### src/rtl/gpio_in_conditioner_pkg.sv
// rtl/gpio_in_conditioner_pkg.sv - shared types and default sizes for the GPIO input conditioner
// Purpose: package gpio_cond_pkg, which holds the per-channel debounce state encoding and
//          the default parameter values that the rest of the bundle reuses.
// Ports:   none (package).
package gpio_cond_pkg;

  typedef enum logic {
    IDLE = 1'b0,
    PEND = 1'b1
  } db_state_e;

  localparam int NCH_DEF         = 32;
  localparam int SYNC_STAGES_DEF = 2;
  localparam int PRESC_W_DEF     = 16;
  localparam int CNT_W_DEF       = 4;

endpackage

### src/rtl/gpio_in_conditioner_if.sv
// rtl/gpio_in_conditioner_if.sv - pad/config/output bundle of the GPIO input conditioner
// Purpose: groups the raw pad inputs, the debounce configuration and the conditioned outputs.
//          Macro GPIO_COND_IRQ_EN adds the edge-status and interrupt signals.
// Ports:   master = pad/config driver side, slave = conditioner side.
//          pad_i, db_en, tick_div, stable_ticks -> conditioner
//          in_o, rise_o, fall_o                 <- conditioner
//          irq_mask, sts_clr -> / edge_sts_o, irq_o <- (GPIO_COND_IRQ_EN only)
interface gpio_in_conditioner_if #(
  parameter int NCH     = 32,
  parameter int PRESC_W = 16,
  parameter int CNT_W   = 4
);
  logic [NCH-1:0]     pad_i;
  logic [NCH-1:0]     db_en;
  logic [PRESC_W-1:0] tick_div;
  logic [CNT_W-1:0]   stable_ticks;
  logic [NCH-1:0]     in_o;
  logic [NCH-1:0]     rise_o;
  logic [NCH-1:0]     fall_o;
`ifdef GPIO_COND_IRQ_EN
  logic [NCH-1:0]     irq_mask;
  logic [NCH-1:0]     sts_clr;
  logic [NCH-1:0]     edge_sts_o;
  logic               irq_o;

  modport master (
    output pad_i, db_en, tick_div, stable_ticks, irq_mask, sts_clr,
    input  in_o, rise_o, fall_o, edge_sts_o, irq_o
  );
  modport slave (
    input  pad_i, db_en, tick_div, stable_ticks, irq_mask, sts_clr,
    output in_o, rise_o, fall_o, edge_sts_o, irq_o
  );
`else
  modport master (
    output pad_i, db_en, tick_div, stable_ticks,
    input  in_o, rise_o, fall_o
  );
  modport slave (
    input  pad_i, db_en, tick_div, stable_ticks,
    output in_o, rise_o, fall_o
  );
`endif
endinterface

### src/rtl/gpio_db_chan.sv
// rtl/gpio_db_chan.sv - one conditioner channel: synchroniser, debounce FSM and edge pulses
// Purpose: synchronises one pad, optionally debounces it against the shared tick and
//          emits single-cycle rise/fall pulses registered together with the level.
// Ports:   clk, rst_n     clock, asynchronous active-low reset
//          pad            raw asynchronous pad input
//          db_en          1 = debounce, 0 = bypass (level follows synchronised input)
//          tick           shared prescaler tick
//          stable_ticks   ticks a new level must persist beyond the first
//          level          conditioned level
//          rise, fall     one-cycle pulses in the first cycle level shows a new value
module gpio_db_chan
  import gpio_cond_pkg::*;
#(
  parameter int   SYNC_STAGES = 2,
  parameter int   CNT_W       = 4,
  parameter logic RST_BIT     = 1'b0
) (
  input  logic             clk,
  input  logic             rst_n,
  input  logic             pad,
  input  logic             db_en,
  input  logic             tick,
  input  logic [CNT_W-1:0] stable_ticks,
  output logic             level,
  output logic             rise,
  output logic             fall
);

  localparam logic [CNT_W-1:0] CNT_ONE = 1;

  logic [SYNC_STAGES-1:0] sync_q;
  logic                   s;
  db_state_e              state_q, state_d;
  logic [CNT_W-1:0]       cnt_q, cnt_d;
  logic                   level_q, level_d;
  logic                   rise_q, fall_q;

  assign s = sync_q[SYNC_STAGES-1];

  always_ff @(posedge clk or negedge rst_n) begin
    if (!rst_n) begin
      sync_q  <= {SYNC_STAGES{RST_BIT}};
      state_q <= IDLE;
      cnt_q   <= '0;
      level_q <= RST_BIT;
      rise_q  <= 1'b0;
      fall_q  <= 1'b0;
    end else begin
      sync_q  <= {sync_q[SYNC_STAGES-2:0], pad};
      state_q <= state_d;
      cnt_q   <= cnt_d;
      level_q <= level_d;
      // Edge pulses share the register stage with the level so they line up exactly.
      rise_q  <= level_d & ~level_q;
      fall_q  <= ~level_d & level_q;
    end
  end

  always_comb begin
    state_d = state_q;
    cnt_d   = cnt_q;
    level_d = level_q;
    if (!db_en) begin
      state_d = IDLE;
      cnt_d   = '0;
      level_d = s;
    end else begin
      unique case (state_q)
        IDLE: begin
          if (s != level_q) begin
            state_d = PEND;
            cnt_d   = '0;
          end
        end
        PEND: begin
          // A return to the committed level rejects the glitch even on a tick cycle.
          if (s == level_q) begin
            state_d = IDLE;
            cnt_d   = '0;
          end else if (tick) begin
            // >= rather than == so a mid-pending decrease of stable_ticks still commits.
            if (cnt_q >= stable_ticks) begin
              level_d = s;
              state_d = IDLE;
              cnt_d   = '0;
            end else begin
              cnt_d = cnt_q + CNT_ONE;
            end
          end
        end
        default: begin
          state_d = IDLE;
          cnt_d   = '0;
        end
      endcase
    end
  end

  assign level = level_q;
  assign rise  = rise_q;
  assign fall  = fall_q;

endmodule

### src/rtl/gpio_in_conditioner.sv
// rtl/gpio_in_conditioner.sv - N-channel GPIO input synchroniser/debouncer with edge pulses
// Purpose: top level; holds the shared debounce prescaler, instantiates NCH channels and,
//          when macro GPIO_COND_IRQ_EN is defined, the sticky edge status and interrupt.
// Ports:   clk, rst_n  clock, asynchronous active-low reset
//          bus (slave) pad_i, db_en, tick_div, stable_ticks in; in_o, rise_o, fall_o out;
//                      with GPIO_COND_IRQ_EN also irq_mask, sts_clr in; edge_sts_o, irq_o out
module gpio_in_conditioner
  import gpio_cond_pkg::*;
#(
  parameter int             NCH         = NCH_DEF,
  parameter int             SYNC_STAGES = SYNC_STAGES_DEF,
  parameter int             PRESC_W     = PRESC_W_DEF,
  parameter int             CNT_W       = CNT_W_DEF,
  parameter logic [NCH-1:0] RST_VAL     = '0
) (
  input logic                  clk,
  input logic                  rst_n,
  gpio_in_conditioner_if.slave bus
);

  localparam logic [PRESC_W-1:0] PRESC_ONE = 1;

  logic [PRESC_W-1:0] presc_q;
  logic               tick;
  logic [NCH-1:0]     level_w, rise_w, fall_w;

  // Free-running prescaler; a terminal count lowered below the current count is only
  // reached again after the natural wrap, so no early tick is ever produced.
  assign tick = (presc_q == bus.tick_div);

  always_ff @(posedge clk or negedge rst_n) begin
    if (!rst_n) begin
      presc_q <= '0;
    end else if (tick) begin
      presc_q <= '0;
    end else begin
      presc_q <= presc_q + PRESC_ONE;
    end
  end

  for (genvar i = 0; i < NCH; i++) begin : g_chan
    gpio_db_chan #(
      .SYNC_STAGES(SYNC_STAGES),
      .CNT_W      (CNT_W),
      .RST_BIT    (RST_VAL[i])
    ) u_chan (
      .clk         (clk),
      .rst_n       (rst_n),
      .pad         (bus.pad_i[i]),
      .db_en       (bus.db_en[i]),
      .tick        (tick),
      .stable_ticks(bus.stable_ticks),
      .level       (level_w[i]),
      .rise        (rise_w[i]),
      .fall        (fall_w[i])
    );
  end

  assign bus.in_o   = level_w;
  assign bus.rise_o = rise_w;
  assign bus.fall_o = fall_w;

`ifdef GPIO_COND_IRQ_EN
  logic [NCH-1:0] sts_q;
  logic           irq_q;

  always_ff @(posedge clk or negedge rst_n) begin
    if (!rst_n) begin
      sts_q <= '0;
      irq_q <= 1'b0;
    end else begin
      // Set term is OR-ed in after the clear so a coincident new edge keeps the bit.
      sts_q <= (sts_q & ~bus.sts_clr) | ((rise_w | fall_w) & bus.irq_mask);
      irq_q <= |sts_q;
    end
  end

  assign bus.edge_sts_o = sts_q;
  assign bus.irq_o      = irq_q;
`endif

endmodule

### src/flat_wrapper.sv
// flat-port wrapper written by rule: the top's interface ports become plain ports
module gpio_in_conditioner_flat import gpio_cond_pkg::*;
#(
  parameter int             NCH         = NCH_DEF,
  parameter int             SYNC_STAGES = SYNC_STAGES_DEF,
  parameter int             PRESC_W     = PRESC_W_DEF,
  parameter int             CNT_W       = CNT_W_DEF,
  parameter logic [NCH-1:0] RST_VAL     = '0
)
  (clk, rst_n, bus_pad_i, bus_db_en, bus_tick_div, bus_stable_ticks, bus_in_o, bus_rise_o, bus_fall_o);
  gpio_in_conditioner_if #(.NCH(NCH), .PRESC_W(PRESC_W), .CNT_W(CNT_W)) bus_i ();
  input logic clk;
  input logic rst_n;
  input wire logic [$bits(bus_i.pad_i)-1:0] bus_pad_i;
  input wire logic [$bits(bus_i.db_en)-1:0] bus_db_en;
  input wire logic [$bits(bus_i.tick_div)-1:0] bus_tick_div;
  input wire logic [$bits(bus_i.stable_ticks)-1:0] bus_stable_ticks;
  output wire logic [$bits(bus_i.in_o)-1:0] bus_in_o;
  output wire logic [$bits(bus_i.rise_o)-1:0] bus_rise_o;
  output wire logic [$bits(bus_i.fall_o)-1:0] bus_fall_o;
  assign bus_i.pad_i = bus_pad_i;
  assign bus_i.db_en = bus_db_en;
  assign bus_i.tick_div = bus_tick_div;
  assign bus_i.stable_ticks = bus_stable_ticks;
  assign bus_in_o = bus_i.in_o;
  assign bus_rise_o = bus_i.rise_o;
  assign bus_fall_o = bus_i.fall_o;
  gpio_in_conditioner #(.NCH(NCH), .SYNC_STAGES(SYNC_STAGES), .PRESC_W(PRESC_W), .CNT_W(CNT_W), .RST_VAL(RST_VAL)) u_core (.clk(clk), .rst_n(rst_n), .bus(bus_i));
endmodule
### config.mk
export PLATFORM = sky130hd
export DESIGN_NAME = gpio_in_conditioner_flat
export DESIGN_NICKNAME = d
export VERILOG_FILES = /design/src/rtl/gpio_in_conditioner_pkg.sv /design/src/rtl/gpio_in_conditioner_if.sv /design/src/rtl/gpio_db_chan.sv /design/src/rtl/gpio_in_conditioner.sv /design/src/flat_wrapper.sv
export SDC_FILE = /design/constraint.sdc
export NUM_CORES = 1
export LEC_CHECK = 0
export CORE_MARGIN = 5
export CORE_UTILIZATION = 50
export DETAILED_ROUTE_END_ITERATION = 10
export GPL_TIMING_DRIVEN = 0
export PLACE_DENSITY_LB_ADDON = 0.12
export SYNTH_ARGS = -nofsm -noshare
export SYNTH_HDL_FRONTEND = slang
export SYNTH_SLANG_ARGS = --single-unit
### constraint.sdc
create_clock -name clk -period 3.75 [get_ports clk]
set_input_delay 0.5625 -clock clk [delete_from_list [all_inputs] [get_ports clk]]
set_output_delay 0.5625 -clock clk [all_outputs]
set_load 0.01 [all_outputs]
==> impl_metrics.csv <==
group,metric,value,unit
clock_network,cts_setup_buffers,0,
sta,relSlewSlack,39.9,%
placed_design,post-dp-hpwl,30000,um
global_route,grt_overflow_total,0,
hold_path,worst_hold_path_type,"primary input to asynchronous set/reset pin",
floorplan,core_area,0.0357,mm2
finish,finalNonFillerCells,2471,
drt,wl,43200,um
sta,worstMarginPinSlew,0.902,ns
synthesis,yosysWarningCount,0,
sta,fin_crit,2.84,ns
floorplan,die_w,200,um
synthesis,synthCells,1759,
finish,drive_gt1_share,12.2,%
drt,wl_per_cell,17.5,um
clock_network,cts_buffer_depth,3,
run,maxCapViolCount,0,
pwr,p_total,8490,uW
synthesis,synth_commonest_cells,"dfrtp_1 (336), ha_1 (161), nor2_1 (149), a31oi_1 (114), nand3_1 (112)",
placed_design,port_buffers,181,
floorplan,rows,69,
synthesis,synth_most_common_cell,"dfrtp_1",
drt,dr_wl_met3,2220,um
finish,fin_nets,2234,
synthesis,ys_seq_elements,336,
critical_path,cp.arrival,3.22,ns
synthesis,synth.area.top_cells,"dfrtp_1 (46%), ha_1 (11%), o2bb2ai_1 (4.5%)",
critical_path,crit_chain,"xor2_1 -> nor4_1 -> and4_1 -> buf_4 -> buf_4 -> buf_6 -> buf_2 -> a31oi_1",
floorplan,io_pins,182,
drt,met2_length,20900,um
clock_network,path_clk_slew,0.06,ns
drt,wl_met1,18800,um
sta,setup_ws,0.914,ns
critical_path,path_delay_family,"buffers and inverters",
critical_path,cpMostUsedCell,"buf_4",
critical_path,startpoint_type,"register",
clock_network,htreeDepth,2,
critical_path,max_stage_delay,0.48,ns
sta,hold_violations,0,
drt,first_pass_iters,5,
drt,vias_per_cell,5.63,
floorplan,dieArea,0.0402,mm2
critical_path,critPathRequiredTime,4.13,ns
placed_design,gp_congestion,0.834,
clock_network,cts_tree,"yes",
pwr,p_leak,0.0102,uW
finish,final_util,61.3,%
drt,vias,13900,
critical_path,critPathCaptureType,"register",
placed_design,pre_cts_ws,0.402,ns
synthesis,synth_edf_count,0,
sta,maxSlewViolCount,0,
clock_network,cts_inserted_buffers,39,
clock_network,clock_sinks,336,
clock_network,insertion_delay,0.53,ns
drt,post-route-drc-count,0,
floorplan,initial_utilization,50.8,%
sta,setup_violations,0,
synthesis,synth_cell_types,40,
sta,finalCritPeriodShare,75.6,%
critical_path,path_max_fanout,10,
sta,rsz0062_at_grt,"no",
synthesis,synth_top_area_share,46.4,%
pwr,peakVddDrop,0.299,mV
global_route,grt_first_pass_wirelength,71700,um
synthesis,yosysSeqAreaShare,46.4,%
critical_path,path_buf_inv,4,
synthesis,synthFlopType,"dfrtp_1",
clock_network,cts_hold_buffers,0,
drt,antenna_left,0,
sta,setup_tns,0,ns
placed_design,placed_cells,2407,
synthesis,synth_nets,2006,
synthesis,syn_avg_cell_area,10.3,um2
synthesis,synth_largest_area_cell,"dfrtp_1",
floorplan,fp.dieH,200,um
finish,fill_cells,3029,
clock_network,cts_resized,0,
synthesis,async_flop_share,100,%
sta,max_freq,0.353,GHz
clock_network,cts_root_buf,"clkbuf_16",
critical_path,critPathSlowestCell,"buf_2",
drt,dr.max_layer_used,"met5",
finish,area_growth,20.5,%
pwr,p_per_area,389,mW/mm2
drt,drt_iter0_drc,745,
global_route,grt_pass1_vias,14100,
global_route,gr-usage-all-layers,21.5,%
critical_path,critical_path_class,"register to register",
sta,skew,0.0136,ns
global_route,grt_max_degree,117,
global_route,antenna_found_initial,2,
synthesis,syn_area,0.0181,mm2
status,status,"finished, final reports clean",
sequential cells by signal (all words and copies together), names as in the netlist:
register and count:
u_core.g_chan.u_chan.cnt_q 128, u_core.g_chan.u_chan.fall 32, u_core.g_chan.u_chan.level 32, u_core.g_chan.u_chan.rise 32, u_core.g_chan.u_chan.state_q 32, u_core.g_chan.u_chan.sync_q 64
u_core.presc_q 16
final timing paths:
check                      cells past startpoint                          startpoint                                 end  slack, ns
max in group asynchronous                      3                               rst_n  u_core.g_chan[11].u_chan.sync_q[1]       2.14
hold reg to reg                                0  u_core.g_chan[31].u_chan.sync_q[0]  u_core.g_chan[31].u_chan.sync_q[1]       0.34
min in group clk                               0  u_core.g_chan[31].u_chan.sync_q[0]  u_core.g_chan[31].u_chan.sync_q[1]       0.34
setup reg to reg                               8                   u_core.presc_q[0]    u_core.g_chan[18].u_chan.state_q       0.91
setup / recovery                               8                   u_core.presc_q[0]    u_core.g_chan[18].u_chan.state_q       0.91
hold / removal                                 1                               rst_n       u_core.g_chan[19].u_chan.fall       0.06
logic make-up (layout without fill, tap and decap cells):
| kind of cell | after synthesis | in the layout | synth area share [%] |
|---|---|---|---|
| mux | 32 | 32 | 1.99 |
| buf+inv | 192 | 442 | 6.26 |
| flops | 336 | 336 | 46.4 |
| simple gates | 686 | 686 | 19.5 |
| compound gates | 316 | 316 | 13.0 |
| fa+ha+maj | 161 | 161 | 11.1 |
| xor+xnor | 36 | 36 | 1.74 |
| other cells | 0 | 1 | 0 |
per-stage QoR:
step | hold WS (ns) | cell area, um2
2_1_floorplan | 0.267 | 18100
3_3_place_gp | 0.333 | 20500
3_5_place_dp | 0.335 | 20600
4_1_cts | 0.118 | 21800
5_1_grt | 0.151 | 21800
6_report | 0.0642 | 21800
per-layer routing:
layer  global-route usage (%)  up-vias
met3                     4.22       87
li1                         -     6749
met1                     27.6     6796
met2                     36.7      288
met5                        0        -
met4                     6.93        2
layout make-up:
cell class	instances	area (um2)	area share (%)
multi-input cells	1231	8580	39.3
flip-flops and latches	336	8410	38.5
repair buffers	187	1950	8.91
clock buffers	59	1170	5.37
plain buffers	124	878	4.02
well taps	461	577	2.64
inverters	68	255	1.17
clock inverters	4	20.0	0.0917
diodes	1	2.50	0.0115
report_power, final:
group / switching (uW) / internal, uW
Clock: 1430 / 2140
Combinational: 515 / 510
Sequential: 118 / 3780
Total: 2070 / 6430
placed cells by master, fill, tap and decap left out, types with 57 or more instances in the layout:
cell | Yosys | routed
nor2_1 | 149 | 149
nor3_1 | 71 | 71
nand2b_1 | 87 | 87
ha_1 | 161 | 161
nand2_1 | 75 | 75
dfrtp_1 | 336 | 336
o2bb2ai_1 | 93 | 93
a31oi_1 | 114 | 114
clkdlybuf4s50_1 | 0 | 179
buf_4 | 102 | 102
inv_1 | 68 | 65
nand3_1 | 112 | 112
nor2b_1 | 57 | 57
Power figures use the tool's default switching activity.
